### config.mk
export PLATFORM = sky130hd
export DESIGN_NAME = cpu_sign_extend_unit
export DESIGN_NICKNAME = d
export VERILOG_FILES = /design/src/rtl/cpu_pkg.sv /design/src/rtl/cpu_sign_extend_unit.sv
export SDC_FILE = /design/constraint.sdc
export NUM_CORES = 1
export LEC_CHECK = 0
export BUFFER_PORTS_ARGS = -buffer_cell sky130_fd_sc_hd__clkbuf_2
export CAP_MARGIN = 20
export CORE_UTILIZATION = 35
export CTS_CLUSTER_SIZE = 16
export DETAILED_ROUTE_END_ITERATION = 7
export PLACE_DENSITY = 0.79
export SYNTH_ARGS = -nofsm -noshare
export SYNTH_HDL_FRONTEND = slang
export SYNTH_SLANG_ARGS = --single-unit
### constraint.sdc
create_clock -name clk -period 0.97 [get_ports clk]
set_input_delay 0.097 -clock clk [delete_from_list [all_inputs] [get_ports clk]]
set_output_delay 0.097 -clock clk [all_outputs]
set_load 0.05 [all_outputs]
### src/rtl/cpu_pkg.sv
`timescale 1ns/1ps
// -----------------------------------------------------------------------------
// cpu_pkg
// Shared CPU definitions: immediate-format select codes and the widths used
// by the immediate sign-extension unit.
// -----------------------------------------------------------------------------
package cpu_pkg;

    // Width of the extended immediate produced by the datapath.
    localparam int DATA_WIDTH_DEFAULT = 32;

    // Immediate field taken from the instruction word: instr[31:7].
    localparam int IMD_IN_WIDTH = 25;

    // Immediate format select driven by the main decoder.
    typedef enum logic [1:0] {
        IMD_I = 2'b00,
        IMD_S = 2'b01,
        IMD_B = 2'b10,
        IMD_J = 2'b11
    } imd_src_e;

endpackage : cpu_pkg

### src/rtl/cpu_sign_extend_unit.sv
`timescale 1ns/1ps
// -----------------------------------------------------------------------------
// cpu_sign_extend_unit
// Rebuilds and sign-extends the immediate of an RV32 instruction from
// instruction bits [31:7]. The extended value is available combinationally
// and as a copy registered on clk.
//
// Ports
//   clk        : clock for the registered copy
//   rst_n      : asynchronous active-low reset (clears imd_ext_q only)
//   imd        : instruction bits [31:7], imd[k] = instr[k+7]
//   imd_src    : immediate format select (I/S/B/J, see cpu_pkg::imd_src_e)
//   imd_ext    : combinational sign-extended immediate
//   imd_ext_q  : imd_ext registered on the rising edge of clk
// -----------------------------------------------------------------------------
module cpu_sign_extend_unit
    import cpu_pkg::*;
#(
    parameter int DATA_WIDTH = DATA_WIDTH_DEFAULT
) (
    input  logic                    clk,
    input  logic                    rst_n,
    input  logic [IMD_IN_WIDTH-1:0] imd,
    input  logic [1:0]              imd_src,
    output logic [DATA_WIDTH-1:0]   imd_ext,
    output logic [DATA_WIDTH-1:0]   imd_ext_q
);

    // The bit layouts below are RV32 specific; any other width is a build error.
    if (DATA_WIDTH != 32) begin : g_bad_width
        $error("cpu_sign_extend_unit: only DATA_WIDTH = 32 is supported");
    end

    // Format mux: scatter the instruction fields back into immediate order.
    // imd[24] (instr[31]) is the sign bit for every format. B and J offsets
    // are halfword aligned, so bit 0 is always zero. An unknown select drives
    // X so that a broken decoder is visible in simulation.
    always_comb begin
        imd_ext = {DATA_WIDTH{1'b0}};
        case (imd_src)
            IMD_I:   imd_ext = {{21{imd[24]}}, imd[23:13]};
            IMD_S:   imd_ext = {{21{imd[24]}}, imd[23:18], imd[4:0]};
            IMD_B:   imd_ext = {{20{imd[24]}}, imd[0], imd[23:18], imd[4:1], 1'b0};
            IMD_J:   imd_ext = {{12{imd[24]}}, imd[12:5], imd[13], imd[23:14], 1'b0};
            default: imd_ext = {DATA_WIDTH{1'bx}};
        endcase
    end

    // Registered copy: loads every cycle, cleared asynchronously by rst_n.
    always_ff @(posedge clk or negedge rst_n) begin
        if (!rst_n) begin
            imd_ext_q <= {DATA_WIDTH{1'b0}};
        end else begin
            imd_ext_q <= imd_ext;
        end
    end

endmodule : cpu_sign_extend_unit

Word level (Yosys, flattened, before mapping)
Index checks and enable logic that the tools add are counted.
{"block": "word_totals", "ff_bits": 32, "word_cells": 6}
{"block": "classes", "eq_ne": 3, "n_mux": 1, "reduce_logical": 1}
{"operator": "$pmux 32 s4", "count": 1}
{"operator": "$eq 2x2->1 const B", "count": 2}
{"operator": "$eq 2x1->1 const B", "count": 1}
{"operator": "$logic_not 2->1", "count": 1}

Depth between registers and ports, before layout
Gate-level depths: netlist of the first run.
{"block": "depth", "depth_word": 2, "mapped_depth": 3, "ltp_nobuf": 2}

Least setup slack after synthesis of the first run
No wires, ideal clock.
{"block": "synth_path", "path_kind": "input port to flip-flop", "from": "input imd_src[0]", "to": "register imd_ext_q[11]", "t_arrival_ns": 1.177, "path_slack_ns": -0.422, "cell_stages": 3, "n_path_buf": 1, "path_cell_list": "buf_4 > mux2i_1 > a21oi_1"}
{"block": "synth_via", "elab_chain_len": 2, "elab_cells_between_ends": 5}
{"element": "start, declared", "line_no": "cpu_sign_extend_unit.sv:24", "source": "input logic [1:0] imd_src,"}
{"element": "$eq 2x2->1, or another cell as far along", "line_no": "cpu_sign_extend_unit.sv:40", "source": "case (imd_src)"}
{"element": "$pmux 32 s4 (*)", "line_no": "cpu_sign_extend_unit.sv:40"}
{"element": "via imd_ext[11]", "line_no": "cpu_sign_extend_unit.sv:25", "source": "output logic [DATA_WIDTH-1:0] imd_ext,"}
{"element": "end signal, assigned", "line_no": "cpu_sign_extend_unit.sv:52", "source": "imd_ext_q <= {DATA_WIDTH{1'b0}};"}
{"element": "end signal, assigned", "line_no": "cpu_sign_extend_unit.sv:54", "source": "imd_ext_q <= imd_ext;"}
{"element": "end, declared", "line_no": "cpu_sign_extend_unit.sv:26", "source": "output logic [DATA_WIDTH-1:0] imd_ext_q"}
Mark *: on every way through the listed nets, which the timed path passes. The rest lies on a longest branch. The select of a mux whose other input is x is not followed.

==> results of run 1 <==
## power by group through the flow
stage               logic (W)  registers [W]  clock network [W]
detailed placement    0.00103       0.000980                  0
CTS                   0.00138       0.000972           0.000459
global route          0.00161       0.000991           0.000504
floorplan            0.000607        0.00121                  0
finish                0.00156       0.000985           0.000439
global placement      0.00102       0.000977                  0
## how the worst max path moves through the flow
stage | endpoint | slack (ns) | cells past startpoint
finish | imd_ext_q[20] | -0.17 | 2
global placement | imd_ext[13] | -0.27 | 5
detailed placement | imd_ext[16] | -0.29 | 5
CTS | imd_ext_q[24] | -0.20 | 1
global route | imd_ext_q[20] | -0.21 | 2
floorplan | imd_ext_q[11] | -0.08 | 3
## final cells by class
cell class	count	share of cell area
Clock inverter	1	0.00240
Tap cell	30	0.0180
Timing Repair Buffer	115	0.580
Sequential cell	21	0.252
Multi-Input combinational cell	19	0.137
Clock buffer	3	0.0108
## synthesized netlist by cell type (all sizes together)
library cell / instances / area, um2
xor2: 1 / 16.3
nor2: 2 / 7.51
dfrtp: 21 / 526
a21oi: 1 / 5.00
mux2i: 2 / 20.0
mux2: 4 / 45.0
a21boi: 1 / 11.3
a31o: 8 / 70.1
buf: 31 / 230
## cell families after synthesis
| family | count (synthesis) |
|---|---|
| buf+inv | 31 |
| flops | 21 |
| compound gates | 10 |
| mux | 6 |
| simple gates | 2 |
| xor+xnor | 1 |
## through the flow
stage	cell area [um2]	setup slack, ns
after floorplan	938	-0.0844
after global placement	1230	-0.271
after detailed placement	1230	-0.294
after CTS	1880	-0.199
after global routing	2090	-0.210
final	2090	-0.170
## what timing repair did
action | CTS | global route
pin swaps | 2 | 3
gates resized for setup | 105 | 72
endpoints found under the setup margin | 46 | 46
hold buffers | 7 | 0
endpoints found under the hold margin | 27 | 0
buffers inserted | 8 | 5
## per-layer routing
layer	wire [um]	share of wire	track usage	up-vias
li1	-	-	-	384
met1	1200	0.34	0.206	427
met2	1990	0.55	0.369	56
met3	338	0.094	0.0876	8
met4	55	0.015	0.0921	0
met5	0	0	0	-
==> impl_metrics.py, run 1 <==
metrics = {
    "clocking": {
        "cts_max_level": 1,
        "cts_tree": "built",
        "cts.sinks": 21,
        "clkTransAtPathRegs_ns": 0.12,
        "cts_made_buffers": 3,
        "cts-root-buf": "clkbuf_4",
        "clk_path_buf_depth": 2,
    },
    "synthesis": {
        "syn_inst": 71,
        "ys_seq_area_frac": 0.565,
        "ys_types": 10,
        "syn_area_um2": 931,
        "ys_seq_elements": 21,
        "synth_xor_xnor_area_share": 0.0175,
        "synth-simple-area-share": 0.00806,
        "synth.mux.area_fraction": 0.0699,
        "synth_compound_area_frac": 0.0927,
        "synth_top_family_by_area": "buffers and inverters",
        "synthesis.nets": 100,
        "synthAdderAreaFrac": 0,
        "syn_avg_cell_area_um2": 13.1,
        "yosys_warnings": 0,
    },
    "detailed_routing": {
        "detail_route.iter0.violations": 4,
        "wirelength_um": 3580,
        "drc": 0,
        "dr.pass1.iters": 3,
        "wl_per_cell_um": 19.0,
        "vias": 875,
        "antenna_left": 0,
        "viasPerCell": 4.63,
    },
    "critical_path": {
        "startpoint_type": "flip-flop",
        "critPathMaxStageDelay_ns": 0.43,
        "crit_fanout": 6,
        "critical-path-slowest-cell": "dfrtp_2",
        "crit_start": "imd_ext_q[30]",
        "required_ns": 0.87,
        "worstPathArrival_ns": 1.04,
        "path_common_cell": "buf_6",
        "cp-end-kind": "output pin",
        "crit_type": "flip-flop to output pin",
        "path_buf_inv": 2,
        "path_cells": "buf_6, buf_6",
        "cp_top_family": "flip-flops",
    },
    "status": {
        "violations": "setup timing",
        "outcome": "complete, but fails checks",
    },
    "layout": {
        "fin_cells": 189,
        "multiInputGateArea_um2": 285,
        "seqCellArea_um2": 527,
        "final_nets": 189,
        "largest_reg_flops": 21,
        "layout_commonest_cell": "clkbuf_2",
        "antennaDiodeCount": 0,
        "fill_cells": 116,
        "fin_util": 0.835,
        "layout_common_cells": "44 x clkbuf_2, 38 x buf_8, 20 x dfrtp_1, 11 x buf_6",
        "reg_top3": "imd_ext_q (21)",
        "drive_gt1_frac": 0.811,
        "area_growth_pct": 124,
        "regMostFlops": "imd_ext_q",
    },
    "die": {
        "core_mm2": 0.00250,
        "dieHeight_um": 53.6,
        "rows": 18,
        "die-area_mm2": 0.00287,
        "fp.dieW_um": 53.6,
        "ios": 93,
        "initial_utilization": 0.372,
    },
    "power_and_ir_drop": {
        "power_w": 0.00299,
        "seqPwrFrac": 0.330,
        "internal_power_w": 0.00173,
        "sw_frac_of_total": 0.419,
        "p_sw_w": 0.00125,
        "vdd_drop_max_mv": 1.18,
        "power_density_mw_per_mm2": 1430,
        "p_leak_nw": 1.06,
        "p_comb_frac": 0.523,
        "clockPowerShare": 0.147,
    },
    "placement": {
        "dp.cells": 165,
        "dp_hpwl_um": 1610,
        "routabilityCongestion": 0.699,
        "io_buffers": 92,
    },
    "sta": {
        "min_period_over_period": 1.18,
        "tightest_slew_ns": 0.551,
        "finalSetupViolCount": 36,
        "slew_headroom": 0.633,
        "setup_tns_ns": -3.08,
        "holdWs_ns": 0.0370,
        "max_freq_ghz": 0.877,
        "layout_min_cycle_time_ns": 1.14,
        "drv_slew": 0,
        "rsz0062_at_grt": "yes",
        "finalHoldViolCount": 0,
        "layout_setup_ws_ns": -0.170,
    },
    "hold_path": {
        "hold_depth": 2,
        "min_to": "imd_ext_q[1]",
        "hold_path.class": "input pin to flip-flop",
        "min-delay-start": "imd[1]",
    },
    "global_routing": {
        "antenna_found_initial": 0,
        "grt_max_degree": 22,
        "grt_first_pass_wirelength_um": 4010,
        "grt_pass1_vias": 867,
        "grt.overflow.total": 0,
        "track_usage": 0.206,
    },
    "flow_run": {
        "cap_violations": 0,
    },
}
Note: power is estimated with default switching activity, not from simulation.
==> run 2: changes to the inputs <==
--- a/config.mk
+++ b/config.mk
@@ -7,10 +7,12 @@
 export LEC_CHECK = 0
 export BUFFER_PORTS_ARGS = -buffer_cell sky130_fd_sc_hd__clkbuf_2
 export CAP_MARGIN = 20
-export CORE_UTILIZATION = 35
+export CELL_PAD_IN_SITES_DETAIL_PLACEMENT = 0
+export CELL_PAD_IN_SITES_GLOBAL_PLACEMENT = 1
+export CORE_UTILIZATION = 24
 export CTS_CLUSTER_SIZE = 16
 export DETAILED_ROUTE_END_ITERATION = 7
-export PLACE_DENSITY = 0.79
+export PLACE_DENSITY_LB_ADDON = 0.1
 export SYNTH_ARGS = -nofsm -noshare
 export SYNTH_HDL_FRONTEND = slang
 export SYNTH_SLANG_ARGS = --single-unit
==> impl_metrics.py, run 2 (synthesis results as in run 1) <==
metrics = {
    "critical_path": {
        "critical-path-slowest-cell": "mux2_4",
        "crit_type": "input pin to output pin",
        "required_ns": 0.87,
        "cp_top_family": "multiplexers",
        "cp-end-kind": "output pin",
        "path_buf_inv": 2,
        "path_cells": "clkbuf_16, xor2_4, mux2_4, clkbuf_16",
        "startpoint_type": "input pin",
        "crit_fanout": 4,
        "path_common_cell": "clkbuf_16",
        "worstPathArrival_ns": 1.01,
        "critPathMaxStageDelay_ns": 0.35,
    },
    "sta": {
        "layout_setup_ws_ns": -0.132,
        "min_period_over_period": 1.14,
        "tightest_slew_ns": 0.544,
        "layout_min_cycle_time_ns": 1.10,
        "slew_headroom": 0.637,
        "finalHoldViolCount": 0,
        "drv_slew": 0,
        "finalSetupViolCount": 25,
        "rsz0062_at_grt": "yes",
        "max_freq_ghz": 0.907,
        "holdWs_ns": 0.0992,
    },
    "hold_path": {
        "hold_path.class": "input pin to flip-flop",
    },
    "layout": {
        "drive_gt1_frac": 0.803,
        "multiInputGateArea_um2": 208,
        "seqCellArea_um2": 527,
        "reg_top3": "imd_ext_q (21)",
        "final_nets": 187,
        "layout_common_cells": "44 x clkbuf_2, 20 x dfrtp_1, 13 x buf_8, 13 x buf_4, 10 x clkbuf_4",
        "largest_reg_flops": 21,
        "antennaDiodeCount": 0,
        "layout_commonest_cell": "clkbuf_2",
        "regMostFlops": "imd_ext_q",
        "fin_util": 0.501,
        "fill_cells": 356,
        "area_growth_pct": 98.5,
    },
    "clocking": {
        "clkTransAtPathRegs_ns": 0.08,
        "cts_tree": "built",
        "cts-root-buf": "clkbuf_8",
        "cts.sinks": 21,
        "cts_max_level": 1,
        "clk_path_buf_depth": 2,
        "cts_made_buffers": 3,
    },
    "power_and_ir_drop": {
        "internal_power_w": 0.00172,
        "vdd_drop_max_mv": 0.701,
        "p_sw_w": 0.00116,
        "clockPowerShare": 0.196,
        "p_leak_nw": 0.957,
        "seqPwrFrac": 0.332,
        "power_density_mw_per_mm2": 1560,
        "sw_frac_of_total": 0.404,
        "p_comb_frac": 0.472,
    },
    "die": {
        "dieHeight_um": 64.3,
        "ios": 93,
        "core_mm2": 0.00369,
        "die-area_mm2": 0.00413,
        "rows": 22,
        "initial_utilization": 0.252,
        "fp.dieW_um": 64.3,
    },
    "detailed_routing": {
        "dr.pass1.iters": 3,
        "wl_per_cell_um": 11.8,
        "antenna_left": 0,
        "met2WireLength_um": 1280,
        "wirelength_um": 2430,
        "drc": 0,
        "met3_length_um": 202,
        "wl_met1_um": 909,
        "vias": 809,
        "detail_route.iter0.violations": 13,
        "viasPerCell": 3.95,
        "top_layer": "met4",
    },
    "placement": {
        "io_buffers": 92,
        "routabilityCongestion": 0.614,
        "dp_hpwl_um": 1700,
    },
    "global_routing": {
        "grt_first_pass_wirelength_um": 3590,
        "grt.overflow.total": 0,
        "track_usage": 0.118,
        "grt_max_degree": 22,
        "grt_pass1_vias": 726,
        "antenna_found_initial": 0,
    },
    "flow_run": {
        "cap_violations": 0,
    },
    "status": {
        "outcome": "complete, but fails checks",
        "violations": "setup timing",
    },
}
-- run 2: cell count changes in the layout (fill, tap and decap cells not counted), sizes merged --
cell	previous run	this run
buf	59	43
clkbuf	52	65
dlygate4sd3	7	8
-- run 2: repair_timing --
item	in CTS	in global routing
hold buffers	8	0
resized for setup	59	60
hold endpoints to repair	28	0
pin swaps	2	1
buffers inserted	3	3
endpoints found under the setup margin	34	42
-- run 2: stage by stage --
step | cell area, um2 | setup slack, ns | power (W) | TNS, ns | std cells
floorplan | 938 | -0.0844 | 0.00182 | -0.0968 | 71
global placement | 1340 | -0.244 | 0.00207 | -3.40 | 187
detailed placement | 1340 | -0.277 | 0.00208 | -3.72 | 187
CTS | 1740 | -0.143 | 0.00286 | -2.75 | 202
global route | 1850 | -0.169 | 0.00302 | -3.17 | 205
finish | 1850 | -0.132 | 0.00288 | -2.24 | 205
-- run 2: routing by layer --
layer,vias up,track usage
li1,381,-
met1,378,0.129
met2,45,0.205
met5,-,0
met4,0,0.0417
met3,5,0.0464
-- run 2: final timing paths --
| kind | from | to | slack [ns] | depth (start not counted) |
|---|---|---|---|---|
| setup / recovery | imd_src[1] | imd_ext[1] | -0.13 | 4 |
| hold / removal | imd[3] | imd_ext_q[3] | 0.1 | 2 |
| max in group asynchronous | rst_n | imd_ext_q[30] | 0.23 | 2 |
| min in group asynchronous | rst_n | imd_ext_q[4] | 0.34 | 2 |
-- run 2: final cells by class --
cell class | instances | share of cell area
clock buffers | 3 | 0.0223
flip-flops and latches | 21 | 0.285
well taps | 48 | 0.0325
multi-input cells | 19 | 0.112
repair buffers | 113 | 0.545
clock inverters | 1 | 0.00271
-- run 2: power by group through the flow --
stage / Clock [W] / Sequential [W] / Combinational [W]
floorplan: 0 / 0.00121 / 0.000607
global route: 0.000644 / 0.000964 / 0.00141
detailed placement: 0 / 0.000979 / 0.00110
finish: 0.000566 / 0.000956 / 0.00136
global placement: 0 / 0.000976 / 0.00110
CTS: 0.000605 / 0.000962 / 0.00129
